<file path="src/rtl/id_ex_stage_if.sv">
// Decode-side and ALU-side signals of the ID/EX stage.
// The forwarding sources from EX/MEM and MEM/WB are carried here as well.
interface id_ex_stage_if #(
    parameter int XLEN  = 32,
    parameter int SEL_W = 5,
    parameter int RA_W  = 5,
    parameter int CNT_W = 16
);
    logic             id_valid;
    logic             id_ready;
    logic [SEL_W-1:0] id_alu_sel;
    logic [RA_W-1:0]  id_rs1;
    logic [RA_W-1:0]  id_rs2;
    logic [XLEN-1:0]  id_rs1_data;
    logic [XLEN-1:0]  id_rs2_data;
    logic [XLEN-1:0]  id_imm;
    logic             id_use_imm;
    logic [RA_W-1:0]  id_rd;
    logic             id_reg_write;
    logic             id_mem_read;
    logic             flush;
    logic [RA_W-1:0]  exm_rd;
    logic [RA_W-1:0]  mwb_rd;
    logic             exm_reg_write;
    logic             mwb_reg_write;
    logic [XLEN-1:0]  exm_result;
    logic [XLEN-1:0]  mwb_result;
    logic             ex_valid;
    logic             ex_ready;
    logic [SEL_W-1:0] ex_alu_sel;
    logic [XLEN-1:0]  ex_data1;
    logic [XLEN-1:0]  ex_data2;
    logic [RA_W-1:0]  ex_rd;
    logic             ex_reg_write;
    logic             ex_mem_read;
    logic [CNT_W-1:0] stall_cnt;

    modport master (
        output id_valid, id_alu_sel, id_rs1, id_rs2, id_rs1_data, id_rs2_data,
               id_imm, id_use_imm, id_rd, id_reg_write, id_mem_read, flush,
               exm_rd, mwb_rd, exm_reg_write, mwb_reg_write, exm_result,
               mwb_result, ex_ready,
        input  id_ready, ex_valid, ex_alu_sel, ex_data1, ex_data2, ex_rd,
               ex_reg_write, ex_mem_read, stall_cnt
    );

    modport slave (
        input  id_valid, id_alu_sel, id_rs1, id_rs2, id_rs1_data, id_rs2_data,
               id_imm, id_use_imm, id_rd, id_reg_write, id_mem_read, flush,
               exm_rd, mwb_rd, exm_reg_write, mwb_reg_write, exm_result,
               mwb_result, ex_ready,
        output id_ready, ex_valid, ex_alu_sel, ex_data1, ex_data2, ex_rd,
               ex_reg_write, ex_mem_read, stall_cnt
    );
endinterface

</file>
<file path="src/rtl/id_ex_stage.sv">
// ID/EX register stage: load-use bubble insertion, EX/MEM + MEM/WB operand
// forwarding, valid/ready handoff to the ALU, saturating bubble counter.
module id_ex_stage #(
    parameter int XLEN  = 32,
    parameter int SEL_W = 5,
    parameter int RA_W  = 5,
    parameter int CNT_W = 16
) (
    input  logic          clk,
    input  logic          rst_n,
    id_ex_stage_if.slave  bus
);
    typedef struct packed {
        logic [SEL_W-1:0] alu_sel;
        logic [RA_W-1:0]  rs1;
        logic [RA_W-1:0]  rs2;
        logic [XLEN-1:0]  rs1_data;
        logic [XLEN-1:0]  rs2_data;
        logic [XLEN-1:0]  imm;
        logic             use_imm;
        logic [RA_W-1:0]  rd;
        logic             reg_write;
        logic             mem_read;
    } fields_t;

    fields_t          fld_q, fld_d, fld_in;
    logic             valid_q, valid_d;
    logic [CNT_W-1:0] stall_cnt_q, stall_cnt_d;
    logic             hz, capture, bubble;

    // EX/MEM wins over MEM/WB; x0 is never forwarded.
    function automatic logic [XLEN-1:0] fwd(
        input logic [RA_W-1:0] rs,
        input logic [XLEN-1:0] rf_data,
        input logic            exm_we,
        input logic [RA_W-1:0] exm_rd,
        input logic [XLEN-1:0] exm_res,
        input logic            mwb_we,
        input logic [RA_W-1:0] mwb_rd,
        input logic [XLEN-1:0] mwb_res
    );
        if (exm_we && exm_rd != '0 && exm_rd == rs)      return exm_res;
        else if (mwb_we && mwb_rd != '0 && mwb_rd == rs) return mwb_res;
        else                                             return rf_data;
    endfunction

    assign fld_in = '{
        alu_sel:   bus.id_alu_sel,
        rs1:       bus.id_rs1,
        rs2:       bus.id_rs2,
        rs1_data:  bus.id_rs1_data,
        rs2_data:  bus.id_rs2_data,
        imm:       bus.id_imm,
        use_imm:   bus.id_use_imm,
        rd:        bus.id_rd,
        reg_write: bus.id_reg_write,
        mem_read:  bus.id_mem_read
    };

    // Hazard is checked against whatever decode presents, valid or not.
    assign hz = valid_q & fld_q.mem_read & (fld_q.rd != '0) &
                ((fld_q.rd == bus.id_rs1) | ((fld_q.rd == bus.id_rs2) & ~bus.id_use_imm));

    assign bus.id_ready = ~bus.flush & ~hz & (~valid_q | bus.ex_ready);
    assign capture      = bus.id_valid & bus.id_ready;
    assign bubble       = hz & bus.id_valid & bus.ex_ready & ~bus.flush;

    always_comb begin
        fld_d       = fld_q;
        valid_d     = valid_q;
        stall_cnt_d = stall_cnt_q;
        if (bus.flush) begin
            valid_d = 1'b0;
        end else if (capture) begin
            valid_d = 1'b1;
            fld_d   = fld_in;
        end else if (valid_q && bus.ex_ready) begin
            valid_d = 1'b0;
        end
        if (bubble && stall_cnt_q != '1) stall_cnt_d = stall_cnt_q + CNT_W'(1);
    end

    always_ff @(posedge clk or negedge rst_n) begin
        if (!rst_n) begin
            fld_q       <= '0;
            valid_q     <= 1'b0;
            stall_cnt_q <= '0;
        end else begin
            fld_q       <= fld_d;
            valid_q     <= valid_d;
            stall_cnt_q <= stall_cnt_d;
        end
    end

    assign bus.ex_valid     = valid_q;
    assign bus.ex_alu_sel   = fld_q.alu_sel;
    assign bus.ex_rd        = fld_q.rd;
    assign bus.ex_reg_write = fld_q.reg_write;
    assign bus.ex_mem_read  = fld_q.mem_read;
    assign bus.stall_cnt    = stall_cnt_q;
    assign bus.ex_data1     = fwd(fld_q.rs1, fld_q.rs1_data,
                                  bus.exm_reg_write, bus.exm_rd, bus.exm_result,
                                  bus.mwb_reg_write, bus.mwb_rd, bus.mwb_result);
    assign bus.ex_data2     = fld_q.use_imm ? fld_q.imm :
                              fwd(fld_q.rs2, fld_q.rs2_data,
                                  bus.exm_reg_write, bus.exm_rd, bus.exm_result,
                                  bus.mwb_reg_write, bus.mwb_rd, bus.mwb_result);
endmodule

</file>
<file path="src/flat_wrapper.sv">
// flat-port wrapper written by rule: the top's interface ports become plain ports
module id_ex_stage_flat 
#(
    parameter int XLEN  = 32,
    parameter int SEL_W = 5,
    parameter int RA_W  = 5,
    parameter int CNT_W = 16
)
  (clk, rst_n, bus_id_valid, bus_id_alu_sel, bus_id_rs1, bus_id_rs2, bus_id_rs1_data, bus_id_rs2_data, bus_id_imm, bus_id_use_imm, bus_id_rd, bus_id_reg_write, bus_id_mem_read, bus_flush, bus_exm_rd, bus_mwb_rd, bus_exm_reg_write, bus_mwb_reg_write, bus_exm_result, bus_mwb_result, bus_ex_ready, bus_id_ready, bus_ex_valid, bus_ex_alu_sel, bus_ex_data1, bus_ex_data2, bus_ex_rd, bus_ex_reg_write, bus_ex_mem_read, bus_stall_cnt);
  id_ex_stage_if #(.XLEN(XLEN), .SEL_W(SEL_W), .RA_W(RA_W), .CNT_W(CNT_W)) bus_i ();
  input  logic clk;
  input  logic rst_n;
  input wire logic [$bits(bus_i.id_valid)-1:0] bus_id_valid;
  input wire logic [$bits(bus_i.id_alu_sel)-1:0] bus_id_alu_sel;
  input wire logic [$bits(bus_i.id_rs1)-1:0] bus_id_rs1;
  input wire logic [$bits(bus_i.id_rs2)-1:0] bus_id_rs2;
  input wire logic [$bits(bus_i.id_rs1_data)-1:0] bus_id_rs1_data;
  input wire logic [$bits(bus_i.id_rs2_data)-1:0] bus_id_rs2_data;
  input wire logic [$bits(bus_i.id_imm)-1:0] bus_id_imm;
  input wire logic [$bits(bus_i.id_use_imm)-1:0] bus_id_use_imm;
  input wire logic [$bits(bus_i.id_rd)-1:0] bus_id_rd;
  input wire logic [$bits(bus_i.id_reg_write)-1:0] bus_id_reg_write;
  input wire logic [$bits(bus_i.id_mem_read)-1:0] bus_id_mem_read;
  input wire logic [$bits(bus_i.flush)-1:0] bus_flush;
  input wire logic [$bits(bus_i.exm_rd)-1:0] bus_exm_rd;
  input wire logic [$bits(bus_i.mwb_rd)-1:0] bus_mwb_rd;
  input wire logic [$bits(bus_i.exm_reg_write)-1:0] bus_exm_reg_write;
  input wire logic [$bits(bus_i.mwb_reg_write)-1:0] bus_mwb_reg_write;
  input wire logic [$bits(bus_i.exm_result)-1:0] bus_exm_result;
  input wire logic [$bits(bus_i.mwb_result)-1:0] bus_mwb_result;
  input wire logic [$bits(bus_i.ex_ready)-1:0] bus_ex_ready;
  output wire logic [$bits(bus_i.id_ready)-1:0] bus_id_ready;
  output wire logic [$bits(bus_i.ex_valid)-1:0] bus_ex_valid;
  output wire logic [$bits(bus_i.ex_alu_sel)-1:0] bus_ex_alu_sel;
  output wire logic [$bits(bus_i.ex_data1)-1:0] bus_ex_data1;
  output wire logic [$bits(bus_i.ex_data2)-1:0] bus_ex_data2;
  output wire logic [$bits(bus_i.ex_rd)-1:0] bus_ex_rd;
  output wire logic [$bits(bus_i.ex_reg_write)-1:0] bus_ex_reg_write;
  output wire logic [$bits(bus_i.ex_mem_read)-1:0] bus_ex_mem_read;
  output wire logic [$bits(bus_i.stall_cnt)-1:0] bus_stall_cnt;
  assign bus_i.id_valid = bus_id_valid;
  assign bus_i.id_alu_sel = bus_id_alu_sel;
  assign bus_i.id_rs1 = bus_id_rs1;
  assign bus_i.id_rs2 = bus_id_rs2;
  assign bus_i.id_rs1_data = bus_id_rs1_data;
  assign bus_i.id_rs2_data = bus_id_rs2_data;
  assign bus_i.id_imm = bus_id_imm;
  assign bus_i.id_use_imm = bus_id_use_imm;
  assign bus_i.id_rd = bus_id_rd;
  assign bus_i.id_reg_write = bus_id_reg_write;
  assign bus_i.id_mem_read = bus_id_mem_read;
  assign bus_i.flush = bus_flush;
  assign bus_i.exm_rd = bus_exm_rd;
  assign bus_i.mwb_rd = bus_mwb_rd;
  assign bus_i.exm_reg_write = bus_exm_reg_write;
  assign bus_i.mwb_reg_write = bus_mwb_reg_write;
  assign bus_i.exm_result = bus_exm_result;
  assign bus_i.mwb_result = bus_mwb_result;
  assign bus_i.ex_ready = bus_ex_ready;
  assign bus_id_ready = bus_i.id_ready;
  assign bus_ex_valid = bus_i.ex_valid;
  assign bus_ex_alu_sel = bus_i.ex_alu_sel;
  assign bus_ex_data1 = bus_i.ex_data1;
  assign bus_ex_data2 = bus_i.ex_data2;
  assign bus_ex_rd = bus_i.ex_rd;
  assign bus_ex_reg_write = bus_i.ex_reg_write;
  assign bus_ex_mem_read = bus_i.ex_mem_read;
  assign bus_stall_cnt = bus_i.stall_cnt;
  id_ex_stage #(.XLEN(XLEN), .SEL_W(SEL_W), .RA_W(RA_W), .CNT_W(CNT_W)) u_core (.clk(clk), .rst_n(rst_n), .bus(bus_i));
endmodule
</file>
<file path="config.mk">
export PLATFORM = sky130hd
export DESIGN_NAME = id_ex_stage_flat
export DESIGN_NICKNAME = d
export VERILOG_FILES = /design/src/rtl/id_ex_stage_if.sv /design/src/rtl/id_ex_stage.sv /design/src/flat_wrapper.sv
export SDC_FILE = /design/constraint.sdc
export NUM_CORES = 1
export LEC_CHECK = 0
export ABC_AREA = 0
export CORE_ASPECT_RATIO = 0.75
export CORE_MARGIN = 2
export CORE_UTILIZATION = 40
export DETAILED_ROUTE_END_ITERATION = 7
export PLACE_DENSITY_LB_ADDON = 0.08
export SLEW_MARGIN = 20
export SYNTH_ARGS = -nofsm -noshare
export SYNTH_HDL_FRONTEND = slang
export SYNTH_SLANG_ARGS = --single-unit
</file>
<file path="constraint.sdc">
create_clock -name clk -period 4.15 [get_ports clk]
set_clock_uncertainty 0.1 [all_clocks]
set_input_delay 0.83 -clock clk [delete_from_list [all_inputs] [get_ports clk]]
set_output_delay 0.83 -clock clk [all_outputs]
set_load 0.005 [all_outputs]
</file>
### After elaboration in Yosys (flattened, before gate mapping)

Cells that the tools add are included.

* $add $sub $neg: 1
* multipliers: 0
* div/mod/pow operators: 0
* magnitude comparators: 0
* eq/ne operators: 7
* shifts and indexed selects: 0
* muxes and demuxes: 8
* bitwise gates (word level): 16
* reductions and logical operators: 13

Operators with widths (number)
* $mux W32: 5
* $eq A5 B5 Y1: 6
* $add A16 B1 Y16 const B: 1
* $ne A16 B16 Y1 const B: 1
* $reduce_bool A5 Y1: 3
* $and A1 B1 Y1: 10
* $logic_and A1 B1 Y1: 8
* $not A1 Y1: 4
* $mux W1: 3
* $reduce_bool A3 Y1: 1
* $or A1 B1 Y1: 2
* $reduce_and A2 Y1: 1

* bits in registers: 136
* bits in latches: 0
* memory bits (writable): 0
* memory bits (read-only): 0
* word-level logic and storage cells: 57
* memories: 0

### Logic depth before layout (Yosys ltp)

Gate-level depths: netlist of the first run.

* depth after elaboration: 10
* gate-level depth with buffers: 8

### Least setup slack after synthesis of the first run

Ideal clock, no wire load.

* path type: input-to-output
* start point: in bus_mwb_rd[0]
* end point: out bus_ex_data1[10]
* arrival time: 2.371 ns
* data required time: 3.220 ns
* slack: 0.849 ns
* stages on the path: 8
* path buffers: 3
* path through: or4_1 -> o21a_1 -> clkbuf_1 -> and4_1 -> buf_2 -> buf_6 -> mux2i_1 -> a21oi_1

* cells in the longest elaborated chain, start to end: 5

RTL lines
* start: declaration: line flat_wrapper.sv:26 `input wire logic [$bits(bus_i.mwb_rd)-1:0] bus_mwb_rd;`
* $reduce_bool A5 Y1: line id_ex_stage.sv:43 `else if (mwb_we && mwb_rd != '0 && mwb_rd == rs) return mwb_res;`
* $logic_and A1 B1 Y1: line id_ex_stage.sv:43
* $logic_and A1 B1 Y1 (*): line id_ex_stage.sv:43
* $mux W32 (*): line id_ex_stage.sv:43
* $mux W32 (*): line id_ex_stage.sv:42 `if (exm_we && exm_rd != '0 && exm_rd == rs) return exm_res;`
* end: declaration: line flat_wrapper.sv:35 `output wire logic [$bits(bus_i.ex_data1)-1:0] bus_ex_data1;`

Mark *: on every way between the ends. The rest lies on a longest branch, timed or not.

### Worst setup path in the final report of the first run

* start point: in bus_mwb_rd[0]
* end point: out bus_ex_data1[11]

Same word-level chain as after synthesis.

==> results of run 1 <==
## cell families after synthesis
group	Yosys count	synth area share [%]
buffers and inverters	68	6.53
AO/OA/AOI/OAI	105	9.43
AND/OR/NAND/NOR	186	11.1
XOR/XNOR	43	4.66
multiplexers	154	26.0
adder cells (fa/ha/maj)	1	0.155
flip-flops	136	42.1
## Yosys cell counts, types with 2 or more instances
| cell | number | area [um2] |
|---|---|---|
| a221oi_1 | 32 | 280 |
| nor2_1 | 70 | 263 |
| nor4b_1 | 2 | 17.5 |
| buf_2 | 3 | 15.0 |
| nand4_1 | 3 | 18.8 |
| dfrtp_1 | 136 | 3400 |
| mux2_2 | 10 | 113 |
| nand2_1 | 39 | 146 |
| nor3_1 | 6 | 30.0 |
| xnor2_1 | 12 | 105 |
| mux2_4 | 110 | 1650 |
| or4_1 | 4 | 30.0 |
| buf_4 | 13 | 97.6 |
| nor4_1 | 11 | 68.8 |
| inv_1 | 4 | 15.0 |
| nand2b_1 | 2 | 12.5 |
| xor2_1 | 31 | 272 |
| and4_1 | 3 | 26.3 |
| mux2i_1 | 33 | 330 |
| nand3_1 | 8 | 40.0 |
| buf_6 | 4 | 45.0 |
| o21ai_0 | 2 | 10.0 |
| buf_12 | 11 | 220 |
| a21oi_1 | 33 | 165 |
| and3_1 | 34 | 213 |
| clkbuf_1 | 31 | 116 |
| o31ai_1 | 32 | 240 |
## final cells by class
type	count	area, um2
Clock inverter	10	143
Inverter	4	15.0
Tap cell	258	323
Clock buffer	22	474
Timing Repair Buffer	334	3470
Fill cell	1674	7980
Antenna cell	2	5.00
Sequential cell	136	3400
Multi-Input combinational cell	489	4240
## power by group
| part | total (uW) | internal [uW] | switching (uW) |
|---|---|---|---|
| Sequential | 1710 | 1530 | 181 |
| Combinational | 1400 | 890 | 512 |
| Clock | 1590 | 996 | 593 |
## metal layers
metal | up-vias | track usage (%) | wire length, um
li1 | 3104 | - | -
met1 | 3353 | 31.1 | 11400
met2 | 270 | 39.2 | 12100
met3 | 28 | 6.41 | 1830
met4 | 2 | 6.90 | 378
met5 | - | 0 | 13
## sequential cells by signal (all words and copies together) (netlist names)
signal / flops
u_core.bus.stall_cnt: 16
u_core.bus.ex_rd: 5
u_core.bus.ex_valid: 1
u_core.bus.ex_mem_read: 1
u_core.bus.ex_alu_sel: 5
u_core.fld_q: 107
u_core.bus.ex_reg_write: 1
## metrics by stage
step	setup TNS, ns	std cells	cell area [um2]	hold WS, ns	worst slack, ns
2_1_floorplan	0	693	8090	0.377	0.849
3_3_place_gp	-2.97	1219	11300	0.375	-0.155
3_5_place_dp	-3.07	1219	11300	0.385	-0.144
4_1_cts	0	1252	12000	0.401	0.00414
5_1_grt	-0.0835	1253	12100	0.415	-0.0228
6_report	0	1255	12100	0.400	0.0591
## worst max path at each step
stage	depth (start not counted)	slack [ns]	startpoint	end
final	8	0.06	bus_mwb_rd[0]	bus_ex_data1[11]
after global routing	8	-0.02	bus_mwb_rd[0]	bus_ex_data1[14]
after CTS	8	0.004	bus_mwb_rd[0]	bus_ex_data2[24]
after detailed placement	8	-0.14	bus_exm_rd[3]	bus_ex_data2[25]
after global placement	8	-0.16	bus_mwb_rd[0]	bus_ex_data2[6]
after floorplan	8	0.85	bus_mwb_rd[0]	bus_ex_data1[10]
## repair_timing
item | in CTS | in global routing
resized for setup | 43 | 32
setup endpoints to repair | 62 | 27
setup buffers | 0 | 1
cloned | 1 | 0
endpoints found under the hold margin | 0 | 0
pin swaps | 13 | 2
==> out/summary.txt, run 1 <==
WP data arrival - 3.16 ns
Slowest CP cell - or4_4
Syn_area_per_cell - 11.7 um2
Kind of critical path - in2out
Clock buffer depth - 2
CTS Hold Bufs - 0
Starting Density - 40.4%
Minimum clock period after layout - 4.09 ns
Clk Latency, worst-skew pair - 0.42 ns
Setup violations, final - 0
Layout Nets - 1183
Overall Power - 4710 uW
Crit path max-delay family - buffers and inverters
FF-to-FF setup slack - 1.41 ns
Power per Cell Area - 390 nW/um2
Die area - 21400 um2
CTS Buf Count - 17
Run status - finished clean
Mapped Area - 8090 um2
Seq/Total Area, Yosys - 42.1%
Syn Inst Count - 693
Final hold vios - 0
GR Overflow Total - 0
Fin crit share - 98.6%
Vias in the first global route - 7023
Initial antenna violation count - 3
Synthesis-stage register bit count - 136
Net Count, Synth - 894
Routed vias/inst - 5.38
Crit path largest cell delay - 0.54 ns
F_max - 0.244 GHz
Largest net degree at the start of global routing - 110
Max IR drop VDD - 0.228 mV
Reg2reg start - u_core.bus.ex_rd[0]
Port bufs - 293
Worst Hold End - u_core.bus.stall_cnt[9]
FF-to-FF path depth - 5
Worst setup SP type - input port
Clk root buf - clkbuf_16
Critical Path Fanout Max - 15
Leakage - 0.00550 uW
Worst hold stages - 1
Die W - 168 um
Syn-to-layout area delta - 49.1%
Tot GR Track Use - 23.9%
Global-route wire length before repair - 39.6 mm
Unrepaired setup endpoints after global routing - true
WL/cell - 20.4 um
Reg2reg end - u_core.bus.ex_alu_sel[4]
Share of cells above drive strength 1 - 21.5%
Row count - 45
Crit path cell chain - clkdlybuf4s50_1, or4_4, o21a_2, and4_4, buf_12, mux2i_1, a21oi_1, clkdlybuf4s50_1
CP Capture Type - output port
Worst slew pin tran - 0.928 ns
Initial DRC Count - 407
Distinct cell type count after synthesis - 41
Clock transition at path regs - 0.06 ns
Number of synthesized flops with an enable pin - 0
H-tree depth - 4
Final ANT Viol Nets - 0
DP HPWL - 18.1 mm
WP buf/inv - 3
Slew margin rel. - 38.1%
Yosys warns - 0
Core ar. - 20000 um2
Die height - 127 um
Critical Path RT - 3.22 ns
TritonCTS clock tree - built
Max-cap violation count - 0
First-pass DRT Iterations - 5
Slew Viols, Final - 0
Most used cell, CP - clkdlybuf4s50_1
# DRC - 0
Commonest non-fill, non-tap cell in the layout - clkdlybuf4s50_1
Post-layout util - 60.2%
Leading cell types in the layout, fill and taps excluded - clkdlybuf4s50_1, dfrtp_1, mux2_4, nor2_1, nand2_1
RePlAce Congestion - 0.895
DR vias - 6757
Hold path start - u_core.bus.stall_cnt[9]
Async S/R FF share, synth - 100%
I/O pin cnt - 294
Clock net sink count - 136
WL final - 25.6 mm
Ys flop type - dfrtp_1
Hold Crit Class - reg2reg
Power figures use the tool's default switching activity.
==> run 2, diff against run 1 <==
==> constraint.sdc (replaced) <==
create_clock -name clk -period 4.7 [get_ports clk]
set_clock_uncertainty 0.1 [all_clocks]
set_input_delay 0.94 -clock clk [delete_from_list [all_inputs] [get_ports clk]]
set_output_delay 0.94 -clock clk [all_outputs]
set_load 0.005 [all_outputs]
==> run 2 against run 1 <==
  * Sequential cell count did not move
  * Register-to-register slack better by 0.43 ns
  * Combinational power down 9%
  * Count of clock-buffer cells in the layout fell by 4
  * Power decreased by 11%
==> out/summary.txt, run 2 (synthesized netlist as in run 1, its figures left out) <==
Run status - finished clean (unchanged)
Slew Viols, Final - 0 (unchanged)
F_max - 0.217 GHz
Clock transition at path regs - 0.06 ns (about the same)
Die area - 21400 um2 (unchanged)
Layout Nets - 1171 (was 1183)
DR vias - 6699 (was 6757)
Critical Path Fanout Max - 12 (was 15)
Clk root buf - clkbuf_16 (unchanged)
Post-layout util - 59.0% (was 60.2%)
Dpl ws - -0.120 ns (was -0.144 ns)
Global-route wire length before repair - 39.5 mm (was 39.6 mm)
Setup violations, final - 0 (unchanged)
Final ANT Viol Nets - 0 (unchanged)
Top reg by flops - u_core.fld_q (unchanged)
Clk Latency, worst-skew pair - 0.41 ns (was 0.42 ns)
Die W - 168 um (unchanged)
Hold path start - u_core.bus.stall_cnt[9] (unchanged)
CTS Buf Count - 17 (unchanged)
Slew margin rel. - 49.2% (was 38.1%)
Initial antenna violation count - 2 (was 3)
CP startpoint - bus_exm_rd[0] (was bus_mwb_rd[0])
GR Overflow Total - 0 (unchanged)
Hold Crit Class - reg2reg (unchanged)
Reg2reg end - u_core.fld_q[34] (was u_core.bus.ex_alu_sel[4])
Share of cells above drive strength 1 - 19.9% (was 21.5%)
Max IR drop VDD - 0.177 mV (was 0.228 mV)
WP data arrival - 3.57 ns (was 3.16 ns)
Unrepaired setup endpoints after global routing - false (was true)
Fillers - 1677 (was 1674)
Reg2reg start - u_core.bus.ex_rd[0] (unchanged)
# DRC - 0 (unchanged)
First-pass DRT Iterations - 7 (was 5)
Number of flip-flops in the largest register - 107 (unchanged)
Setup WS post-layout - 0.0938 ns (was 0.0591 ns)
Largest net degree at the start of global routing - 76 (was 110)
Multi-input logic area - 4190 um2 (was 4240 um2)
Critical Path RT - 3.66 ns (was 3.22 ns)
WL final - 25.2 mm (was 25.6 mm)
Starting Density - 40.4% (unchanged)
TritonCTS clock tree - built (unchanged)
Worst slew pin tran - 0.763 ns (was 0.928 ns)
Initial DRC Count - 401 (was 407)
WL/cell - 20.3 um (was 20.4 um)
Worst setup SP type - input port (unchanged)
FF-to-FF setup slack - 1.84 ns (was 1.41 ns)
Vias in the first global route - 7068 (was 7023)
Leakage - 0.00508 uW (was 0.00550 uW)
Kind of critical path - in2out (unchanged)
FF-to-FF path depth - 5 (unchanged)
Minimum clock period after layout - 4.61 ns
Tot GR Track Use - 23.7% (was 23.9%)
Fin crit share - 98.0%
Commonest non-fill, non-tap cell in the layout - clkdlybuf4s50_1 (unchanged)
RePlAce Congestion - 0.868 (was 0.895)
Clock buffer depth - 2 (unchanged)
Worst hold slack - 0.389 ns (was 0.400 ns)
Row count - 45 (unchanged)
Power per Cell Area - 355 nW/um2 (was 390 nW/um2)
Die height - 127 um (unchanged)
Leading cell types in the layout, fill and taps excluded - clkdlybuf4s50_1, dfrtp_1, mux2_4, nor2_1, nand2_1 (unchanged)
Routed vias/inst - 5.40 (was 5.38)
Max-cap violation count - 0 (unchanged)
Port bufs - 293 (unchanged)
I/O pin cnt - 294 (unchanged)
Syn-to-layout area delta - 46.3% (was 49.1%)
CP Capture Type - output port (unchanged)
H-tree depth - 4 (unchanged)
Register area - 3410 um2 (was 3400 um2)
Clock net sink count - 136 (unchanged)
Worst Setup EP - bus_ex_data2[26] (was bus_ex_data1[11])
Final TNS setup - 0 ns (unchanged)
Core ar. - 20000 um2 (unchanged)
DP HPWL - 18.2 mm (was 18.1 mm)
Final hold vios - 0 (unchanged)
run 2: changes by cell type in the layout (fill, tap and decap cells not counted), sizes merged:
cell           previous run  this run
inv                       5         4
dlymetal6s2s             24         0
clkinv                    5         4
bufinv                    3         4
clkdlybuf4s50           231       292
clkbuf                   23        18
buf                      41        30
clkinvlp                  1         4
dlygate4sd2              37         0
diode                     2         1
run 2: worst min path at each step:
| stage | to | slack (ns) | depth (start not counted) |
|---|---|---|---|
| after floorplan | u_core.bus.stall_cnt[9] | 0.38 | 1 |
| after global placement | u_core.bus.stall_cnt[9] | 0.38 | 1 |
| after detailed placement | u_core.bus.stall_cnt[9] | 0.38 | 1 |
| after CTS | u_core.bus.stall_cnt[9] | 0.40 | 1 |
| after global routing | u_core.bus.stall_cnt[9] | 0.42 | 1 |
| final | u_core.bus.stall_cnt[9] | 0.39 | 1 |
run 2: cell type report:
class,instances,area share [%]
flip-flops and latches,136,28.8
multi-input cells,489,35.4
clock inverters,12,1.50
diodes,1,0.0211
well taps,258,2.73
clock buffers,18,3.71
repair buffers,322,27.7
inverters,4,0.127
run 2: timing repair:
item,CTS,global route
gates resized for setup,2,1
pin swaps,0,1
hold buffers,0,0
buffers inserted,0,1
setup endpoints to repair,21,10
run 2: metal layers:
layer	wire length [um]	share of wire, %	track usage (%)
met5	0	0	0
met3	1960	7.8	6.54
met1	11200	44	31.6
met4	384	1.5	6.49
met2	11600	46	38.1
run 2: metrics by stage:
stage	instance area (um2)	cells	power, uW
6_report	11800	1240	4200
5_1_grt	11800	1239	4410
4_1_cts	11800	1238	4240
3_5_place_dp	11200	1208	2810
3_3_place_gp	11200	1208	2790
2_1_floorplan	8090	693	2140
run 2: worst max-delay path, cell delays in order:
cell and delay (ns):
clkdlybuf4s50_1 0.47, or4_1 0.60, nor2_2 0.17, or3_1 0.24, buf_4 0.26, nor2_1 0.06
o31ai_1 0.25, clkdlybuf4s50_1 0.58
run 2: power by group:
part	internal (uW)	switching, uW
Sequential	1350	170
Combinational	834	439
Clock	895	505
Total	3080	1110
==> run 3, diff against run 2 <==
--- a/config.mk
+++ b/config.mk
@@ -10,6 +10,7 @@
 export CORE_MARGIN = 2
 export CORE_UTILIZATION = 40
 export DETAILED_ROUTE_END_ITERATION = 7
+export GPL_ROUTABILITY_DRIVEN = 0
 export PLACE_DENSITY_LB_ADDON = 0.08
 export SLEW_MARGIN = 20
 export SYNTH_ARGS = -nofsm -noshare
==> results of run 3 <==
The final DEF is identical to that of run 2; final timing and power are the same.
==> RTL change 1, RTL diff (flow settings as in run 3) <==
`XLEN` is set to 32 in 3 places; all go to 16.
--- a/src/rtl/id_ex_stage_if.sv
+++ b/src/rtl/id_ex_stage_if.sv
@@ -1,7 +1,7 @@
 // Decode-side and ALU-side signals of the ID/EX stage.
 // The forwarding sources from EX/MEM and MEM/WB are carried here as well.
 interface id_ex_stage_if #(
-    parameter int XLEN  = 32,
+    parameter int XLEN  = 16,
     parameter int SEL_W = 5,
     parameter int RA_W  = 5,
     parameter int CNT_W = 16
--- a/src/rtl/id_ex_stage.sv
+++ b/src/rtl/id_ex_stage.sv
@@ -1,7 +1,7 @@
 // ID/EX register stage: load-use bubble insertion, EX/MEM + MEM/WB operand
 // forwarding, valid/ready handoff to the ALU, saturating bubble counter.
 module id_ex_stage #(
-    parameter int XLEN  = 32,
+    parameter int XLEN  = 16,
     parameter int SEL_W = 5,
     parameter int RA_W  = 5,
     parameter int CNT_W = 16
--- a/src/flat_wrapper.sv
+++ b/src/flat_wrapper.sv
@@ -1,7 +1,7 @@
 // flat-port wrapper written by rule: the top's interface ports become plain ports
 module id_ex_stage_flat 
 #(
-    parameter int XLEN  = 32,
+    parameter int XLEN  = 16,
     parameter int SEL_W = 5,
     parameter int RA_W  = 5,
     parameter int CNT_W = 16
Interface: changed (7 resized); port bits go from 294 to 182. The function was not compared with the original's and may differ.
==> RTL change 1 against run 3 <==
Maximum frequency up 0.66%. Largest cell class unchanged. Final area fell by 39%. Highest routed layer is now met5. Clock power decreased by 49%. Hold slack lost 0.0023 ns. Wire length is 49% lower. Total power decreased by 43%. Area after synthesis down 39%. Critical path type unchanged. Sequential cell count fell by 48. Setup slack better by 0.030 ns.
==> RTL change 1: results (changes against run 3) <==
• **peak fanout along the critical path** 16, +4
• **global-route met2 utilization** 31.13%, -6.9 points
• **dominant cells by area after synthesis** sky130_fd_sc_hd__dfrtp_1, sky130_fd_sc_hd__mux2_4, sky130_fd_sc_hd__mux2i_1, sky130_fd_sc_hd__xnor2_1, sky130_fd_sc_hd__mux2_1
• **total wire length after detailed routing** 12,960 um, -49%
• **worst setup slack for register-to-register paths** 1.94 ns, +0.10 ns
• **cell types with the highest counts after synthesis** sky130_fd_sc_hd__dfrtp_1, sky130_fd_sc_hd__mux2_4, sky130_fd_sc_hd__xnor2_1, sky130_fd_sc_hd__mux2i_1
• **number of buffers added by the clock tree synthesis step** 9, -8
• **GRT met3 Usage** 5.983%, -0.55 points
• **Static Leakage** 3.001 nW, -41%
• **Global Route Usage Sum** 20.17%, -3.5 points
• **first-pass GRT wire length** 20,800 um, -47%
• **layout cells sized above 1** 15.32%, -4.6 points
• **net count of the mapped netlist** 527, -41%
• **outcome** complete, no violations
• **Net Switching** 0.0006028 W, -46%
• **headroom to the max-slew limit** 42.60%, -6.6 points
• **Clock H-tree levels** 3, -1
• **insertion delay to the later sink of the worst-skew pair** 0.33 ns, -0.08 ns
• **via total after detailed routing** 3,679, -45%
• **maximum number of pins on one net before global-route repair** 66, -13%
• **sequential element share of the synthesized area** 44.33%, +2.3 points
• **net count reported at finish** 697, -40%
• **number of cells traversed by the worst register-to-register path** 6, +1
• **detailed placement HPWL** 9629 um, -47%
• **worst hold slack** 0.3863 ns, -0.002285 ns
• **startpoint of the lowest-slack register-to-register path** u_core.bus.ex_rd[1]
• **Hold EP** u_core.fld_q[26]
• **CTS max path bufs** 2, unchanged
• **pre-CTS WS** 0.09463 ns, +0.2144 ns
• **Hold Crit Start** u_core.fld_q[26]
• **number of iterations in the first detailed-routing pass** 4, -3
• **IR Drop Worst-Case VDD** 0.2097 mV, +18%
• **flip-flop count of the largest register after layout** 59, -45%
• **buffers added on ports** 181, -38%
• **worst reg2reg path endpoint** u_core.fld_q[21]
• **DRT iter0 DRCs** 118, -71%
• **number of global-route vias before repair** 3,950, -44%
• **met1 track demand over resource in global routing** 27.45%, -4.1 points
• **placed instance area** 6869 um2, -39%
RTL change 1: layer usage:
layer / up-vias / wire length, um
met1: 1772 / 6062
met3: 18 / 781
met5: - / 13
met2: 99 / 5837
met4: 2 / 267
li1: 1788 / -
RTL change 1: worst max-delay path by stage:
stage / cells past startpoint / startpoint / to / slack (ns)
floorplan: 7 / bus_mwb_rd[0] / bus_ex_data2[10] / 1.22
global placement: 9 / bus_mwb_rd[0] / bus_ex_data2[0] / 0.15
detailed placement: 9 / bus_mwb_rd[0] / bus_ex_data2[10] / 0.09
CTS: 9 / bus_mwb_rd[0] / bus_ex_data2[10] / 0.08
global route: 9 / bus_mwb_rd[3] / bus_ex_data2[6] / 0.009
finish: 9 / bus_mwb_rd[0] / bus_ex_data2[14] / 0.12
RTL change 1: cells by family after synthesis:
family | share of synthesized area, %
mux | 26.55
flops | 44.33
simple gates | 8.892
compound gates | 7.406
xor+xnor | 7.935
buf+inv | 4.635
fa+ha+maj | 0.2518
RTL change 1: critical path, stage by stage:
cell and delay, ns:
sky130_fd_sc_hd__clkdlybuf4s50_1 0.48, sky130_fd_sc_hd__or4_1 0.60, sky130_fd_sc_hd__o21ai_4 0.22, sky130_fd_sc_hd__nor4_4 0.08, sky130_fd_sc_hd__buf_12 0.17, sky130_fd_sc_hd__mux2i_1 0.12, sky130_fd_sc_hd__a211oi_1 0.29, sky130_fd_sc_hd__a21o_1 0.13
sky130_fd_sc_hd__clkdlybuf4s50_1 0.49
RTL change 1: cell type report:
cell class,instances,area [um2]
fill,1010,5037
multi-input combinational,286,2549
sequential,88,2203
timing repair buffer,190,1914
clock buffer,13,260.3
tap,166,207.7
clock inverter,3,40.04
inverter,1,3.754
antenna,1,2.502
RTL change 1: power groups by stage:
stage               clock network [W]  logic [W]  registers [W]
floorplan                           0   0.000376       0.000936
global placement                    0   0.000682       0.000974
detailed placement                  0   0.000690       0.000977
CTS                          0.000748   0.000696       0.000964
global route                 0.000773   0.000743       0.000982
finish                       0.000721   0.000686       0.000966
RTL change 1: through the flow:
step	std cells	util, %
4_1_cts	747	58.68
6_report	748	58.77
2_1_floorplan	406	-
3_5_place_dp	731	56.22
3_3_place_gp	731	56.22
5_1_grt	747	58.75
RTL change 1: repair_timing:
action,4_1_cts,5_1_grt
endpoints found under the setup margin,0,4
endpoints found under the hold margin,0,0
gates resized for setup,0,2
==> RTL change 2, RTL diff (config.mk and constraints of run 3) <==
Made on the original files. Reset style: synchronous (`rst_n`), changed in one clocked block.
--- a/src/rtl/id_ex_stage.sv
+++ b/src/rtl/id_ex_stage.sv
@@ -80,7 +80,7 @@
         if (bubble && stall_cnt_q != '1) stall_cnt_d = stall_cnt_q + CNT_W'(1);
     end
 
-    always_ff @(posedge clk or negedge rst_n) begin
+    always_ff @(posedge clk) begin
         if (!rst_n) begin
             fld_q       <= '0;
             valid_q     <= 1'b0;
Behaviour: differs if rst_n is asserted again (counterexample within 4 cycles, from zero or initial values and one cycle with rst_n low); with rst_n held inactive, the same outputs for 4 cycles.
==> RTL change 2 against run 3 <==
Setup slack improved by 0.013 ns. First-iteration DRC count up 35%. Final area fell by 5.9%. Sequential cell count is the same. Sequential share of layout area is 4.3 points lower. Area after synthesis decreased by 12%. Wire length decreased by 1.0%.
Power is not compared: it rests on default switching activity, and its combinational part moved more than twofold at a synthesized area within 25%.
==> RTL change 2: results (changes against run 3) <==
• **outcome** complete, no violations
• **number of iterations in the first detailed-routing pass** 5, -2
• **initial antenna violation count** 0, -2
• **Post-synth top flop** sky130_fd_sc_hd__dfxtp_1
• **number of inserted diodes** 0, -1
• **peak fanout along the critical path** 3, -9
• **CTS root buf** sky130_fd_sc_hd__clkbuf_16
• **number of buffers added by the clock tree synthesis step** 17, unchanged
• **net count reported at finish** 1,395, +19%
• **type of the tightest min-delay check** register to register
• **number of global-route vias before repair** 7,040, -0.40%
• **DRT iter0 DRCs** 541, +35%
• **Critical-path top delay cell** sky130_fd_sc_hd__clkdlybuf4s50_1
• **drt wl/cell** 17.20 um, -15%
• **Yosys cell types** 41, unchanged
• **min cycle time layout** 4.593 ns, -0.01289 ns
• **sequential element share of the synthesized area** 38.37%, -3.7 points
• **ys async rst share** 0%, -100 points
• **largest delay contributor family on the critical path** buffers and inverters
• **Clock H-tree levels** 4, unchanged
• **detailed placement HPWL** 17,110 um, -5.8%
• **Global Route Usage Sum** 25.77%, +2.1 points
• **Vias per Instance** 5.144, -4.8%
• **arrival time reported for the critical path endpoint** 3.55 ns, -0.02 ns
• **net count of the mapped netlist** 1,134, +27%
• **dominant cells by area after synthesis** sky130_fd_sc_hd__dfxtp_1, sky130_fd_sc_hd__nand2_1, sky130_fd_sc_hd__mux2i_1, sky130_fd_sc_hd__a21oi_1, sky130_fd_sc_hd__a211oi_1
• **pre-CTS WS** -0.1187 ns, +0.001020 ns
• **first-pass GRT wire length** 38,000 um, -3.7%
• **count of fill cells added during filler insertion** 1,594, -4.9%
• **slowest stage delay, CP** 0.57 ns, -0.03 ns
• **yosys synthesis warning count** 0, unchanged
• **Worst-path clk slew** 0.05 ns
• **cell types with the highest counts after synthesis** sky130_fd_sc_hd__nand2_1, sky130_fd_sc_hd__dfxtp_1, sky130_fd_sc_hd__a21oi_1, sky130_fd_sc_hd__mux2i_1, sky130_fd_sc_hd__nor2_1
• **maximum number of pins on one net before global-route repair** 74, -2.6%
• **transition time at the pin with the least slew margin** 0.8260 ns, +0.06350 ns
• **layout cells sized above 1** 8.036%, -12 points
[RTL change 2: routing by layer]
layer | track usage, % | vias up | share of wire [%]
met3 | 7.897 | 25 | 8.7
met4 | 6.875 | 0 | 1.2
met1 | 34.89 | 3469 | 46
met2 | 39.76 | 273 | 44
met5 | 0 | - | 0
li1 | - | 3687 | -
[RTL change 2: layout make-up]
cell class                      instances  area [um2]  share of cell area, %
Sequential cell                       136        2724                  24.47
Clock buffer                           21       470.5                  4.226
Timing Repair Buffer                  321        3323                  29.85
Clock inverter                         11       217.7                  1.955
Multi-Input combinational cell        717        4089                  36.73
Tap cell                              242       302.8                  2.720
Inverter                                1       6.256                0.05619
[RTL change 2: path summary, 6_finish.rpt]
kind / startpoint / endpoint / slack [ns] / cells past startpoint
setup / recovery: bus_mwb_rd[0] / bus_ex_data1[2] / 0.11 / 10
hold / removal: u_core.fld_q[102] / u_core.fld_q[102] / 0.35 / 2
setup reg to reg: u_core.bus.ex_rd[1] / u_core.fld_q[24] / 2.05 / 6
hold reg to reg: u_core.fld_q[102] / u_core.fld_q[102] / 0.35 / 2
[RTL change 2: power by group]
part | internal (W) | total [W] | leakage, nW | switching [W]
Combinational | 0.000318 | 0.000537 | 2.75 | 0.000219
Sequential | 0.00120 | 0.00124 | 1.11 | 0.0000359
Clock | 0.00104 | 0.00156 | 0.329 | 0.000525
[RTL change 2: cell families (layout without fill, tap and decap cells)]
| kind of cell | count (synthesis) | count (layout) | share of synthesized area [%] |
|---|---|---|---|
| and+or+nand+nor | 375 | 375 | 22.10 |
| xor gates and xnor gates | 32 | 32 | 3.950 |
| DFF | 136 | 136 | 38.37 |
| muxes | 68 | 68 | 9.593 |
| buffers and inverters | 80 | 354 | 5.995 |
| adders and majority gates | 1 | 1 | 0.1763 |
| AOI/OAI and AO/OA | 241 | 241 | 19.82 |
[RTL change 2: per-stage QoR]
stage | cells | area [um2] | hold slack, ns | util [%] | setup TNS, ns
5_1_grt | 1449 | 11130 | 0.3686 | 63.62 | 0
3_5_place_dp | 1411 | 10240 | 0.3461 | 58.51 | -0.7779
6_report | 1449 | 11130 | 0.3545 | 63.62 | 0
3_3_place_gp | 1410 | 10230 | 0.3411 | 58.44 | -8.983
2_1_floorplan | 933 | 7096 | 0.3357 | - | 0
4_1_cts | 1445 | 10990 | 0.3544 | 62.81 | 0
[RTL change 2: tightest hold or removal path, stage by stage (launching register included)]
cell                      delay [ns]
sky130_fd_sc_hd__dfxtp_1        0.31
sky130_fd_sc_hd__nand2_1        0.05
sky130_fd_sc_hd__a21oi_1        0.05
[RTL change 2: repair_timing]
action	in CTS	in global routing
buffers inserted	2	3
pin swaps	12	14
endpoints found under the setup margin	30	34
resized for setup	14	23
cloned	0	1
